===== src/rtl/matmul_result_drain_if.sv =====
// Stream bundle between the matmul accumulator array, the result drain and
// its downstream consumer.
//
// Handshake rule for both streams: a word moves on a rising clk edge where
// valid && ready. Once the source raises valid, it holds valid and data
// steady until that transfer happens. ready may change freely, and it never
// depends on valid in the same cycle.
interface matmul_result_drain_if #(
    parameter int N     = 16,
    parameter int ACC_W = 32,
    parameter int OUT_W = 16
);
    localparam int IDX_W = $clog2(N);

    // accumulator stream into the drain
    logic             in_valid;
    logic             in_ready;
    logic [ACC_W-1:0] in_data;

    // requantized, position-tagged stream out of the drain
    logic             out_valid;
    logic             out_ready;
    logic [OUT_W-1:0] out_data;
    logic [IDX_W-1:0] out_row;
    logic [IDX_W-1:0] out_col;
    logic             out_last;

    // environment side: produces accumulators, consumes results
    modport master (
        output in_valid, in_data, out_ready,
        input  in_ready, out_valid, out_data, out_row, out_col, out_last
    );

    // drain side
    modport slave (
        input  in_valid, in_data, out_ready,
        output in_ready, out_valid, out_data, out_row, out_col, out_last
    );
endinterface


===== src/rtl/matmul_result_drain.sv =====
// Result drain for the tiled sparse matmul engine. Each 32-bit accumulator
// is rounded (half-up), arithmetic-shifted and saturated to 16 bits. It is
// tagged with its global (row, col) in tile order and queued in a small
// FIFO that feeds a backpressured output stream. Input credit covers the
// FIFO plus the two pipeline stages, so the pipeline never has to stall.
module matmul_result_drain #(
    parameter int N          = 16,
    parameter int TILE       = 4,
    parameter int ACC_W      = 32,
    parameter int OUT_W      = 16,
    parameter int FIFO_DEPTH = 4
) (
    input  logic                  clk,
    input  logic                  rst,
    input  logic                  start,
    input  logic [4:0]            shift,
    matmul_result_drain_if.slave  bus,
    output logic                  busy,
    output logic                  done,
    output logic [31:0]           sat_count,
    output logic [1:0]            state_dbg
);
    localparam int IDX_W = $clog2(N);
    localparam int PTR_W = $clog2(FIFO_DEPTH);
    localparam int CNT_W = PTR_W + 1;
    localparam int EW    = OUT_W + 2 * IDX_W + 1;

    localparam logic [1:0] ST_IDLE  = 2'd0;
    localparam logic [1:0] ST_RUN   = 2'd1;
    localparam logic [1:0] ST_FLUSH = 2'd2;
    localparam logic [1:0] ST_DONE  = 2'd3;

    localparam logic [IDX_W-1:0] ONE_IDX   = IDX_W'(1);
    localparam logic [IDX_W-1:0] TILE_LAST = IDX_W'(TILE - 1);
    localparam logic [IDX_W-1:0] BASE_LAST = IDX_W'(N - TILE);
    localparam logic [IDX_W-1:0] TILE_STEP = IDX_W'(TILE);

    // Saturation bounds in the widened (ACC_W+1) result domain
    localparam logic signed [ACC_W:0] SAT_MAX =
        {{(ACC_W - OUT_W + 2){1'b0}}, {(OUT_W - 1){1'b1}}};
    localparam logic signed [ACC_W:0] SAT_MIN = ~SAT_MAX;

    logic [1:0]       state_q;
    logic [4:0]       shift_q;
    logic [IDX_W-1:0] tr_q, tc_q, ti_q, tj_q;

    logic             s1_valid;
    logic signed [ACC_W:0] s1_r;
    logic [IDX_W-1:0] s1_row, s1_col;
    logic             s1_last;

    logic             s2_valid;
    logic [OUT_W-1:0] s2_data;
    logic [IDX_W-1:0] s2_row, s2_col;
    logic             s2_last;

    logic [EW-1:0]    fifo_mem [FIFO_DEPTH];
    logic [PTR_W-1:0] wr_ptr, rd_ptr;
    logic [CNT_W-1:0] fifo_count;

    logic             start_acc;
    logic             accept;
    logic             idx_last;
    logic             pipe_empty;
    logic             push, pop;
    logic [CNT_W:0]   credit_used;
    logic [EW-1:0]    head;

    logic signed [ACC_W:0] s1_round, s1_sum, s1_res;
    logic             sat_hi, sat_lo;
    logic [OUT_W-1:0] s1_sat;

    // Handshake, credit and run-position decode
    always_comb begin
        start_acc   = (state_q == ST_IDLE) && start;
        credit_used = {1'b0, fifo_count} + (CNT_W + 1)'(s1_valid) + (CNT_W + 1)'(s2_valid);
        bus.in_ready = (state_q == ST_RUN) && (credit_used < (CNT_W + 1)'(FIFO_DEPTH));
        accept      = bus.in_valid && bus.in_ready;
        idx_last    = (tr_q == BASE_LAST) && (tc_q == BASE_LAST) &&
                      (ti_q == TILE_LAST) && (tj_q == TILE_LAST);
        pipe_empty  = !s1_valid && !s2_valid && (fifo_count == '0);
        push        = s2_valid;
        pop         = bus.out_valid && bus.out_ready;
    end

    // Run-control FSM
    always_ff @(posedge clk or negedge rst) begin
        if (!rst) begin
            state_q <= ST_IDLE;
        end else begin
            case (state_q)
                ST_IDLE:  if (start) state_q <= ST_RUN;
                ST_RUN:   if (accept && idx_last) state_q <= ST_FLUSH;
                ST_FLUSH: if (pipe_empty) state_q <= ST_DONE;
                default:  state_q <= ST_IDLE;
            endcase
        end
    end

    // Shift amount is frozen for the whole run at the accepted start
    always_ff @(posedge clk or negedge rst) begin
        if (!rst) begin
            shift_q <= '0;
        end else if (start_acc) begin
            shift_q <= shift;
        end
    end

    // Tile-order position counters: j fastest, then i, then tile column, then tile row
    always_ff @(posedge clk or negedge rst) begin
        if (!rst) begin
            tr_q <= '0;
            tc_q <= '0;
            ti_q <= '0;
            tj_q <= '0;
        end else if (start_acc) begin
            tr_q <= '0;
            tc_q <= '0;
            ti_q <= '0;
            tj_q <= '0;
        end else if (accept) begin
            if (tj_q == TILE_LAST) begin
                tj_q <= '0;
                if (ti_q == TILE_LAST) begin
                    ti_q <= '0;
                    if (tc_q == BASE_LAST) begin
                        tc_q <= '0;
                        tr_q <= (tr_q == BASE_LAST) ? '0 : tr_q + TILE_STEP;
                    end else begin
                        tc_q <= tc_q + TILE_STEP;
                    end
                end else begin
                    ti_q <= ti_q + ONE_IDX;
                end
            end else begin
                tj_q <= tj_q + ONE_IDX;
            end
        end
    end

    // Round half-up then arithmetic shift; one extra bit keeps the add exact
    always_comb begin
        s1_round = '0;
        if (shift_q != 5'd0) begin
            s1_round = (ACC_W + 1)'(1) << (shift_q - 5'd1);
        end
        s1_sum = $signed({bus.in_data[ACC_W-1], bus.in_data}) + s1_round;
        s1_res = s1_sum >>> shift_q;
    end

    // Stage 1: register the rounded/shifted value with its position tag
    always_ff @(posedge clk or negedge rst) begin
        if (!rst) begin
            s1_valid <= 1'b0;
            s1_r     <= '0;
            s1_row   <= '0;
            s1_col   <= '0;
            s1_last  <= 1'b0;
        end else begin
            s1_valid <= accept;
            if (accept) begin
                s1_r    <= s1_res;
                s1_row  <= tr_q + ti_q;
                s1_col  <= tc_q + tj_q;
                s1_last <= idx_last;
            end
        end
    end

    // Clamp the stage-1 value into the signed output range
    always_comb begin
        sat_hi = s1_r > SAT_MAX;
        sat_lo = s1_r < SAT_MIN;
        if (sat_hi) begin
            s1_sat = SAT_MAX[OUT_W-1:0];
        end else if (sat_lo) begin
            s1_sat = SAT_MIN[OUT_W-1:0];
        end else begin
            s1_sat = s1_r[OUT_W-1:0];
        end
    end

    // Stage 2: register the saturated element; it is pushed to the FIFO next edge
    always_ff @(posedge clk or negedge rst) begin
        if (!rst) begin
            s2_valid <= 1'b0;
            s2_data  <= '0;
            s2_row   <= '0;
            s2_col   <= '0;
            s2_last  <= 1'b0;
        end else begin
            s2_valid <= s1_valid;
            if (s1_valid) begin
                s2_data <= s1_sat;
                s2_row  <= s1_row;
                s2_col  <= s1_col;
                s2_last <= s1_last;
            end
        end
    end

    // Saturation event counter, cleared when a new run starts
    always_ff @(posedge clk or negedge rst) begin
        if (!rst) begin
            sat_count <= '0;
        end else if (start_acc) begin
            sat_count <= '0;
        end else if (s1_valid && (sat_hi || sat_lo)) begin
            sat_count <= sat_count + 32'd1;
        end
    end

    // FIFO storage; contents are don't-care while not counted
    always_ff @(posedge clk) begin
        if (push) begin
            fifo_mem[wr_ptr] <= {s2_data, s2_row, s2_col, s2_last};
        end
    end

    // FIFO pointers and occupancy; simultaneous push and pop leave count unchanged
    always_ff @(posedge clk or negedge rst) begin
        if (!rst) begin
            wr_ptr     <= '0;
            rd_ptr     <= '0;
            fifo_count <= '0;
        end else begin
            if (push) wr_ptr <= wr_ptr + PTR_W'(1);
            if (pop)  rd_ptr <= rd_ptr + PTR_W'(1);
            case ({push, pop})
                2'b10:   fifo_count <= fifo_count + CNT_W'(1);
                2'b01:   fifo_count <= fifo_count - CNT_W'(1);
                default: fifo_count <= fifo_count;
            endcase
        end
    end

    // Head presentation, forced to zero while the FIFO is empty
    always_comb begin
        bus.out_valid = (fifo_count != '0);
        head          = bus.out_valid ? fifo_mem[rd_ptr] : '0;
        bus.out_data  = head[EW-1 -: OUT_W];
        bus.out_row   = head[2*IDX_W -: IDX_W];
        bus.out_col   = head[IDX_W -: IDX_W];
        bus.out_last  = head[0];
        busy          = (state_q == ST_RUN) || (state_q == ST_FLUSH);
        done          = (state_q == ST_DONE);
        state_dbg     = state_q;
    end
endmodule


===== src/flat_wrapper.sv =====
// flat-port wrapper written by rule: the top's interface ports become plain ports
module matmul_result_drain_flat 
#(
    parameter int N          = 16,
    parameter int TILE       = 4,
    parameter int ACC_W      = 32,
    parameter int OUT_W      = 16,
    parameter int FIFO_DEPTH = 4
)
  (clk, rst, start, shift, busy, done, sat_count, state_dbg, bus_in_valid, bus_in_data, bus_out_ready, bus_in_ready, bus_out_valid, bus_out_data, bus_out_row, bus_out_col, bus_out_last);
  matmul_result_drain_if #(.N(N), .ACC_W(ACC_W), .OUT_W(OUT_W)) bus_i ();
  input  logic clk;
  input  logic rst;
  input  logic start;
  input  logic [4:0] shift;
  output logic busy;
  output logic done;
  output logic [31:0] sat_count;
  output logic [1:0] state_dbg;
  input wire logic [$bits(bus_i.in_valid)-1:0] bus_in_valid;
  input wire logic [$bits(bus_i.in_data)-1:0] bus_in_data;
  input wire logic [$bits(bus_i.out_ready)-1:0] bus_out_ready;
  output wire logic [$bits(bus_i.in_ready)-1:0] bus_in_ready;
  output wire logic [$bits(bus_i.out_valid)-1:0] bus_out_valid;
  output wire logic [$bits(bus_i.out_data)-1:0] bus_out_data;
  output wire logic [$bits(bus_i.out_row)-1:0] bus_out_row;
  output wire logic [$bits(bus_i.out_col)-1:0] bus_out_col;
  output wire logic [$bits(bus_i.out_last)-1:0] bus_out_last;
  assign bus_i.in_valid = bus_in_valid;
  assign bus_i.in_data = bus_in_data;
  assign bus_i.out_ready = bus_out_ready;
  assign bus_in_ready = bus_i.in_ready;
  assign bus_out_valid = bus_i.out_valid;
  assign bus_out_data = bus_i.out_data;
  assign bus_out_row = bus_i.out_row;
  assign bus_out_col = bus_i.out_col;
  assign bus_out_last = bus_i.out_last;
  matmul_result_drain #(.N(N), .TILE(TILE), .ACC_W(ACC_W), .OUT_W(OUT_W), .FIFO_DEPTH(FIFO_DEPTH)) u_core (.clk(clk), .rst(rst), .start(start), .shift(shift), .bus(bus_i), .busy(busy), .done(done), .sat_count(sat_count), .state_dbg(state_dbg));
endmodule

===== config.mk =====
export PLATFORM = sky130hd
export DESIGN_NAME = matmul_result_drain_flat
export DESIGN_NICKNAME = d
export VERILOG_FILES = /design/src/rtl/matmul_result_drain_if.sv /design/src/rtl/matmul_result_drain.sv /design/src/flat_wrapper.sv
export SDC_FILE = /design/constraint.sdc
export NUM_CORES = 1
export LEC_CHECK = 0
export BUFFER_PORTS_ARGS = -buffer_cell sky130_fd_sc_hd__buf_2
export CAP_MARGIN = 20
export CORE_UTILIZATION = 50
export DETAILED_ROUTE_END_ITERATION = 12
export PLACE_DENSITY = 0.69
export SYNTH_ARGS = -nofsm -noshare
export SYNTH_HDL_FRONTEND = slang
export SYNTH_SLANG_ARGS = --single-unit

===== constraint.sdc =====
create_clock -name clk -period 5.4 [get_ports clk]
set_input_delay 0.27 -clock clk [delete_from_list [all_inputs] [get_ports clk]]
set_output_delay 0.27 -clock clk [all_outputs]
set_load 0.05 [all_outputs]

==> results of run 1 <==
per-layer routing:
metal  GRT usage, %  up-vias
li1               -     5409
met1           33.8     5525
met2           40.5      408
met3           3.30       90
met4           9.44        0
met5              0        -
state kept, by name, indices dropped and copies added, names as in the netlist, 2 cells and up:
signal	count
u_core.fifo_count	3
u_core.fifo_mem	100
u_core.rd_ptr	2
u_core.s1_col	4
u_core.s1_r	33
u_core.s1_row	4
u_core.s2_col	4
u_core.s2_data	16
u_core.s2_row	4
u_core.sat_count	32
u_core.shift_q	5
u_core.state_dbg	2
u_core.tc_q	2
u_core.ti_q	4
u_core.tj_q	4
u_core.tr_q	2
u_core.wr_ptr	2
layout make-up:
| class | instances | area [µm²] |
|---|---|---|
| Sequential cell | 227 | 6180 |
| Timing Repair Buffer | 139 | 818 |
| Clock buffer | 29 | 671 |
| Tap cell | 378 | 473 |
| Multi-Input combinational cell | 1057 | 7320 |
| Fill cell | 2500 | 12000 |
| Clock inverter | 15 | 165 |
| Inverter | 38 | 143 |
worst max-delay path: cells and delay by family, from the launching register on:
family | cells | cell delay (ns)
buffers and inverters | 1 | 0.24
AO/OA/AOI/OAI | 9 | 2.50
flip-flops | 1 | 0.50
XOR/XNOR | 1 | 0.31
adder cells (fa/ha/maj) | 1 | 0.31
AND/OR/NAND/NOR | 3 | 1.11
cells by family (layout without fill, tap and decap cells):
| kind of cell | after synthesis | count (layout) |
|---|---|---|
| flip-flops | 227 | 227 |
| other | 1 | 1 |
| AND/OR/NAND/NOR | 496 | 496 |
| XOR/XNOR | 63 | 63 |
| multiplexers | 70 | 70 |
| AO/OA/AOI/OAI | 376 | 376 |
| buffers and inverters | 123 | 221 |
| adder cells (fa/ha/maj) | 51 | 51 |
synthesized netlist by cell type, drive strengths merged (4+ instances only):
library cell / number
a2111oi: 5
a211o: 11
a211oi: 17
a21boi: 4
a21o: 16
a21oi: 77
a221oi: 5
a311oi: 6
a31oi: 16
a32oi: 6
and2: 40
and3: 16
buf: 27
clkbuf: 58
clkinv: 4
dfrtp: 127
edfxtp: 100
ha: 49
inv: 34
mux2: 17
mux2i: 15
mux4: 38
nand2: 162
nand2b: 7
nand3: 32
nand4: 31
nor2: 135
nor2b: 5
nor3: 39
nor4: 6
o2111a: 4
o211a: 6
o211ai: 37
o21a: 13
o21ai: 100
o221ai: 4
o22ai: 7
o311ai: 4
o31ai: 6
or3: 12
xnor2: 24
xor2: 39
worst max-delay path by stage:
stage | end
global route | u_core.s1_r[11]$_DFFE_PN0P_
floorplan | u_core.s1_r[22]$_DFFE_PN0P_
finish | u_core.s1_r[11]$_DFFE_PN0P_
CTS | u_core.s1_r[11]$_DFFE_PN0P_
detailed placement | u_core.s1_r[11]$_DFFE_PN0P_
global placement | u_core.s1_r[11]$_DFFE_PN0P_
cells in the final DEF (no fill, tap or decap), types with 8 or more instances in the layout:
cell type | netlist | routed
a211o_1 | 11 | 11
a211oi_1 | 14 | 14
a21o_1 | 16 | 16
a21oi_1 | 68 | 68
a21oi_2 | 8 | 8
a31oi_1 | 16 | 16
and2_1 | 38 | 37
and3_1 | 15 | 15
buf_2 | 11 | 103
buf_4 | 3 | 29
clkbuf_16 | 0 | 25
dfrtp_1 | 127 | 127
edfxtp_1 | 100 | 100
ha_1 | 49 | 49
inv_1 | 34 | 34
mux2_2 | 17 | 17
mux2i_1 | 15 | 15
mux4_2 | 38 | 38
nand2_1 | 161 | 161
nand3_1 | 32 | 32
nand4_1 | 28 | 28
nor2_1 | 135 | 135
nor3_1 | 38 | 38
o211ai_1 | 36 | 36
o21a_1 | 12 | 12
o21ai_0 | 89 | 89
o21ai_1 | 11 | 11
or3_1 | 12 | 12
xnor2_1 | 24 | 24
xor2_1 | 39 | 39
power by group through the flow:
stage | Clock [mW] | Sequential (mW) | Combinational [mW]
2_1_floorplan | 0 | 2.48 | 3.23
3_3_place_gp | 0 | 2.57 | 4.17
3_5_place_dp | 0 | 2.58 | 4.21
4_1_cts | 1.72 | 2.55 | 4.24
5_1_grt | 1.80 | 2.60 | 4.62
6_report | 1.70 | 2.55 | 4.28
metrics by stage:
| stage | cell area, µm² | util, % | instances | hold WS, ns | setup WS [ns] |
|---|---|---|---|---|---|
| floorplan | 14100 | - | 1407 | -0.0256 | 1.23 |
| global placement | 14900 | 53.5 | 1832 | 0.458 | 0.643 |
| detailed placement | 14900 | 53.5 | 1833 | 0.464 | 0.573 |
| CTS | 15800 | 56.7 | 1882 | 0.0349 | 0.541 |
| global route | 15800 | 56.8 | 1883 | 0.0227 | 0.0423 |
| finish | 15800 | 56.8 | 1883 | 0.0221 | 0.295 |
==> flow_summary.yaml, run 1 <==
outcome:
  status: "finished clean"
floorplanning:
  die_x_um: 170
  start_util_pct: 50.7
  die_h_um: 170
  rows: 61
  dieArea_um2: 28900
  pin_count: 105
  core_area_um2: 27800
timing:
  finalCriticalPeriod_ns: 5.10
  tns_ns: 0
  worstMarginPinSlew_ns: 1.10
  slew_headroom_pct: 25.0
  grt_setup_unrepaired: "false"
  max_freq_mhz: 196
  hold_viol_final: 0
  clock_skew_ns: 0.0137
  fin_crit_sh_pct: 94.5
  setup_violations: 0
  drv_slew: 0
min_path:
  hold_path_class: "in2reg"
  worstHoldStart: "shift[3]"
  hold_end: "u_core.shift_q[3]$_DFFE_PN0P_"
  hold_depth: 3
finish:
  diodes: 0
  area_growth_pct: 12.0
  layout-drive-gt1-share_pct: 17.5
  finalNetCount: 1580
placed_design:
  dp_hpwl_mm: 26.2
  routabilityCongestion: 0.986
  place.port_buffers: 104
yosys:
  synth_compound_area_share_pct: 18.3
  ys_ff_latch: 227
  synthAdderAreaFrac_pct: 4.64
  synth.distinct_cells: 95
  synth_top_family_by_area: "compound AO/OA/AOI/OAI gates"
  syn-num-nets: 1500
  yosys.area_share.simple_pct: 16.6
  ys.flop_type: "dfrtp_1"
  synth_edf_count: 100
  avgSynthCellArea_um2: 10.0
  synth_top_area_share_pct: 22.6
  yosysSeqAreaShare_pct: 43.9
  synth.mux.area_fraction_pct: 8.50
  yosysTopAreaCell: "dfrtp_1"
  synthXorXnorAreaFrac_pct: 3.92
  synth.cell_area_um2: 14100
  ys_warn_count: 0
  synthTopCellsByArea: "dfrtp_1, edfxtp_1, mux4_2"
  async_flop_share_pct: 55.9
  synthCells: 1407
pwr:
  comb_power_share_pct: 50.1
  p_leak_nw: 6.54
  power.density_nw_per_um2: 541
  p_int_mw: 4.72
  switchingPower_mw: 3.81
  seq_power_share_pct: 29.9
  power_mw: 8.53
  vdd_drop_max_uv: 279
  clockPowerShare_pct: 19.9
  p_sw_share_pct: 44.7
cts:
  cts-root-buf: "clkbuf_16"
  clk_pin_slew_ns: 0.06
  cts_resized: 0
  hold_buffers: 5
  post_cts_buffers: 0
  clock_latency_ns: 0.51
  cts.sinks: 227
  cts_inserted_buffers: 24
  clockBufferDepth: 3
  cts_tree: "yes"
  htreeDepth: 1
critical_path:
  end_kind: "flop"
  startpoint: "u_core.shift_q[4]$_DFFE_PN0P_"
  worst-r2r-setup-slack_ns: 0.30
  cp_data_arrival_time_ns: 5.49
  path_class: "reg2reg"
  crit_slowest_cell: "a221oi_1"
  critical_path_required_ns: 5.79
  max_stage_delay_ns: 0.66
  r2r_cells: 15
  r2r-end: "u_core.s1_r[11]$_DFFE_PN0P_"
  path_cells: "buf_4, nor2_1, nand2_1, nor2_1, ha_1, a211oi_2, o211ai_2, a21oi_2, o21ai_1, a21boi_1, xor2_1, a221oi_1, a221oi_1, a21oi_1, a221o_1"
  r2r_start: "u_core.shift_q[4]$_DFFE_PN0P_"
  cp_max_fo: 11
  start_kind: "flop"
global_route:
  overflow: 0
  grt_start_max_net_pins: 83
  antenna_found_initial: 0
  grt_pass1_vias: 10700
  grt_pass1_wl_mm: 56.8
  gr-usage-all-layers_pct: 24.8
routing:
  drt_wl_total_mm: 35.8
  met2_length_mm: 16.7
  detail_route.wl_per_cell_um: 19.0
  final_antenna_net_count: 0
  wl_met1_mm: 15.8
  wl_met3_mm: 2.06
  vias_per_cell: 6.07
  dr.max_layer_used: "met4"
  drc: 0
  drt_iter0_markers: 1233
  firstDrtPassIters: 9
  vias: 11400
run:
  drv_cap: 0
Power figures use the tool's default switching activity.
==> run 2, diff against run 1 <==
Settings changed: CORE_UTILIZATION 50 to 55, PLACE_DENSITY 0.69 to 0.75.
==> run 2 against run 1 <==
Via count is 0.26% higher. Power is 1.2% lower. Combinational power hardly changed. Worst setup slack better by 0.42 ns. Utilization is 5.3 points higher. Hold slack worse by 0.0034 ns. First-iteration DRC count is 9.5% lower.
==> flow_summary.yaml, run 2 (synthesis results as in run 1) <==
global_route:
  overflow: 0
  globalRouteMet2Util_pct: 46.3
  gr-usage-all-layers_pct: 28.2
  antenna_found_initial: 0
  busiest_layer: "met2"
  grt_use_met3_pct: 3.19
  grt_use_met1_pct: 39.1
  grt_pass1_vias: 10900
  grt_pass1_wl_mm: 58.9
  grt_start_max_net_pins: 74
routing:
  drt_iter0_markers: 1116
  final_antenna_net_count: 0
  drt_wl_total_mm: 36.6
  firstDrtPassIters: 5
  detail_route.wl_per_cell_um: 20.0
  drc: 0
  vias: 11500
  vias_per_cell: 6.25
cts:
  cts_tree: "yes"
  clk_pin_slew_ns: 0.07
  clockBufferDepth: 3
  post_cts_buffers: 0
  cts.sinks: 227
  cts-root-buf: "clkbuf_16"
  htreeDepth: 1
  hold_buffers: 5
  cts_resized: 0
  cts_inserted_buffers: 23
  clock_latency_ns: 0.51
timing:
  tns_ns: 0
  fin_ws_ns: 0.713
  fin_crit_sh_pct: 86.8
  grt_setup_unrepaired: "false"
  clock_skew_ns: 0.0242
  slew_headroom_pct: 26.3
  drv_slew: 0
  worstMarginPinSlew_ns: 1.08
  max_freq_mhz: 213
  hold_slack_ns: 0.0187
  hold_viol_final: 0
  setup_violations: 0
  finalCriticalPeriod_ns: 4.69
pwr:
  switchingPower_mw: 3.81
  vdd_drop_max_uv: 375
  p_int_mw: 4.62
  clockPowerShare_pct: 18.6
  p_sw_share_pct: 45.2
  power.density_nw_per_um2: 539
  p_leak_nw: 6.49
  comb_power_share_pct: 51.2
  seq_power_share_pct: 30.2
finish:
  fillers: 2097
  final_core_util_pct: 62.0
  diodes: 0
  finalNetCount: 1579
  layout_commonest_cell: "nand2_1"
  ff_latch_area_um2: 6180
  layout-drive-gt1-share_pct: 17.0
  final_cell_mix: "nand2_1, nor2_1, dfrtp_1"
  top_regs: "u_core.fifo_mem: 100 flops, u_core.s1_r: 33 flops, u_core.sat_count: 32 flops"
  multi_input_area_um2: 7320
  final_cells: 1833
  largest_register_ffs: 100
  regMostFlops: "u_core.fifo_mem"
  area_growth_pct: 10.9
placed_design:
  dp_hpwl_mm: 26.3
  place.port_buffers: 104
  routabilityCongestion: 0.996
  pre_cts_slack_ns: 0.853
  dp_cells: 1785
critical_path:
  crit_slowest_cell: "dfrtp_1"
  path_class: "reg2reg"
  cp_max_fo: 14
  cpLargestDelayFamily: "compound AO/OA/AOI/OAI gates"
  cp_data_arrival_time_ns: 5.07
  crit_buf_inv: 0
  start_kind: "flop"
  critical_path_required_ns: 5.78
  max_stage_delay_ns: 0.66
  end_kind: "flop"
  path_cells: "nor2_1, nand2_1, nor2_1, ha_1, fa_1, a211oi_2, o211ai_2, a21oi_2, o21ai_1, a21boi_1, xor2_1, a221oi_1, a221oi_1, a21oi_1, a221o_1"
outcome:
  status: "finished clean"
floorplanning:
  dieArea_um2: 26300
  rows: 58
  die_x_um: 162
  start_util_pct: 55.9
  core_area_um2: 25200
  die_h_um: 162
  pin_count: 105
min_path:
  hold_path_class: "in2reg"
run:
  drv_cap: 0
==> run 2: power groups by stage <==
stage,clock network (mW),registers (mW),logic (mW)
5_1_grt,1.66,2.59,4.65
6_report,1.57,2.55,4.31
2_1_floorplan,0,2.48,3.23
4_1_cts,1.60,2.57,4.22
3_3_place_gp,0,2.57,4.15
3_5_place_dp,0,2.60,4.19
==> run 2: area by class of cell <==
| type | count | area share [%] |
|---|---|---|
| multi-input combinational | 1057 | 46.9 |
| sequential | 227 | 39.6 |
| timing repair buffer | 139 | 5.24 |
| clock buffer | 26 | 3.76 |
| tap | 330 | 2.64 |
| clock inverter | 16 | 1.03 |
| inverter | 38 | 0.913 |
==> run 2: path summary, 6_finish.rpt <==
check,startpoint,end,slack [ns],depth (start not counted)
max in group asynchronous,rst,u_core.s1_r[23]$_DFFE_PN0P_,3.65,3
min reg2reg,u_core.s1_row[1]$_DFFE_PN0P_,u_core.s1_row[1]$_DFFE_PN0P_,0.47,2
max,u_core.shift_q[3]$_DFFE_PN0P_,u_core.s1_r[11]$_DFFE_PN0P_,0.71,15
max reg2reg,u_core.shift_q[3]$_DFFE_PN0P_,u_core.s1_r[11]$_DFFE_PN0P_,0.71,15
min in group asynchronous,rst,u_core.rd_ptr[1]$_DFFE_PN0P_,0.36,2
min,shift[1],u_core.shift_q[1]$_DFFE_PN0P_,0.02,3
==> run 2: layer usage <==
metal	part of all wire, %	wire length [µm]
met3	6.0	2180
met1	43	15700
met5	0	0
met4	3.3	1210
met2	48	17500
==> run 2: per-stage QoR <==
step	cell area (µm²)	power (mW)
after floorplan	14100	5.71
after global placement	14800	6.72
after detailed placement	14800	6.79
after CTS	15600	8.39
after global routing	15600	8.90
final	15600	8.43
==> run 2: worst min-delay path: cells and delay by family <==
kind / cells / cell delay [ns]
compound gates: 1 / 0.07
buf+inv: 1 / 0.10
simple gates: 1 / 0.05
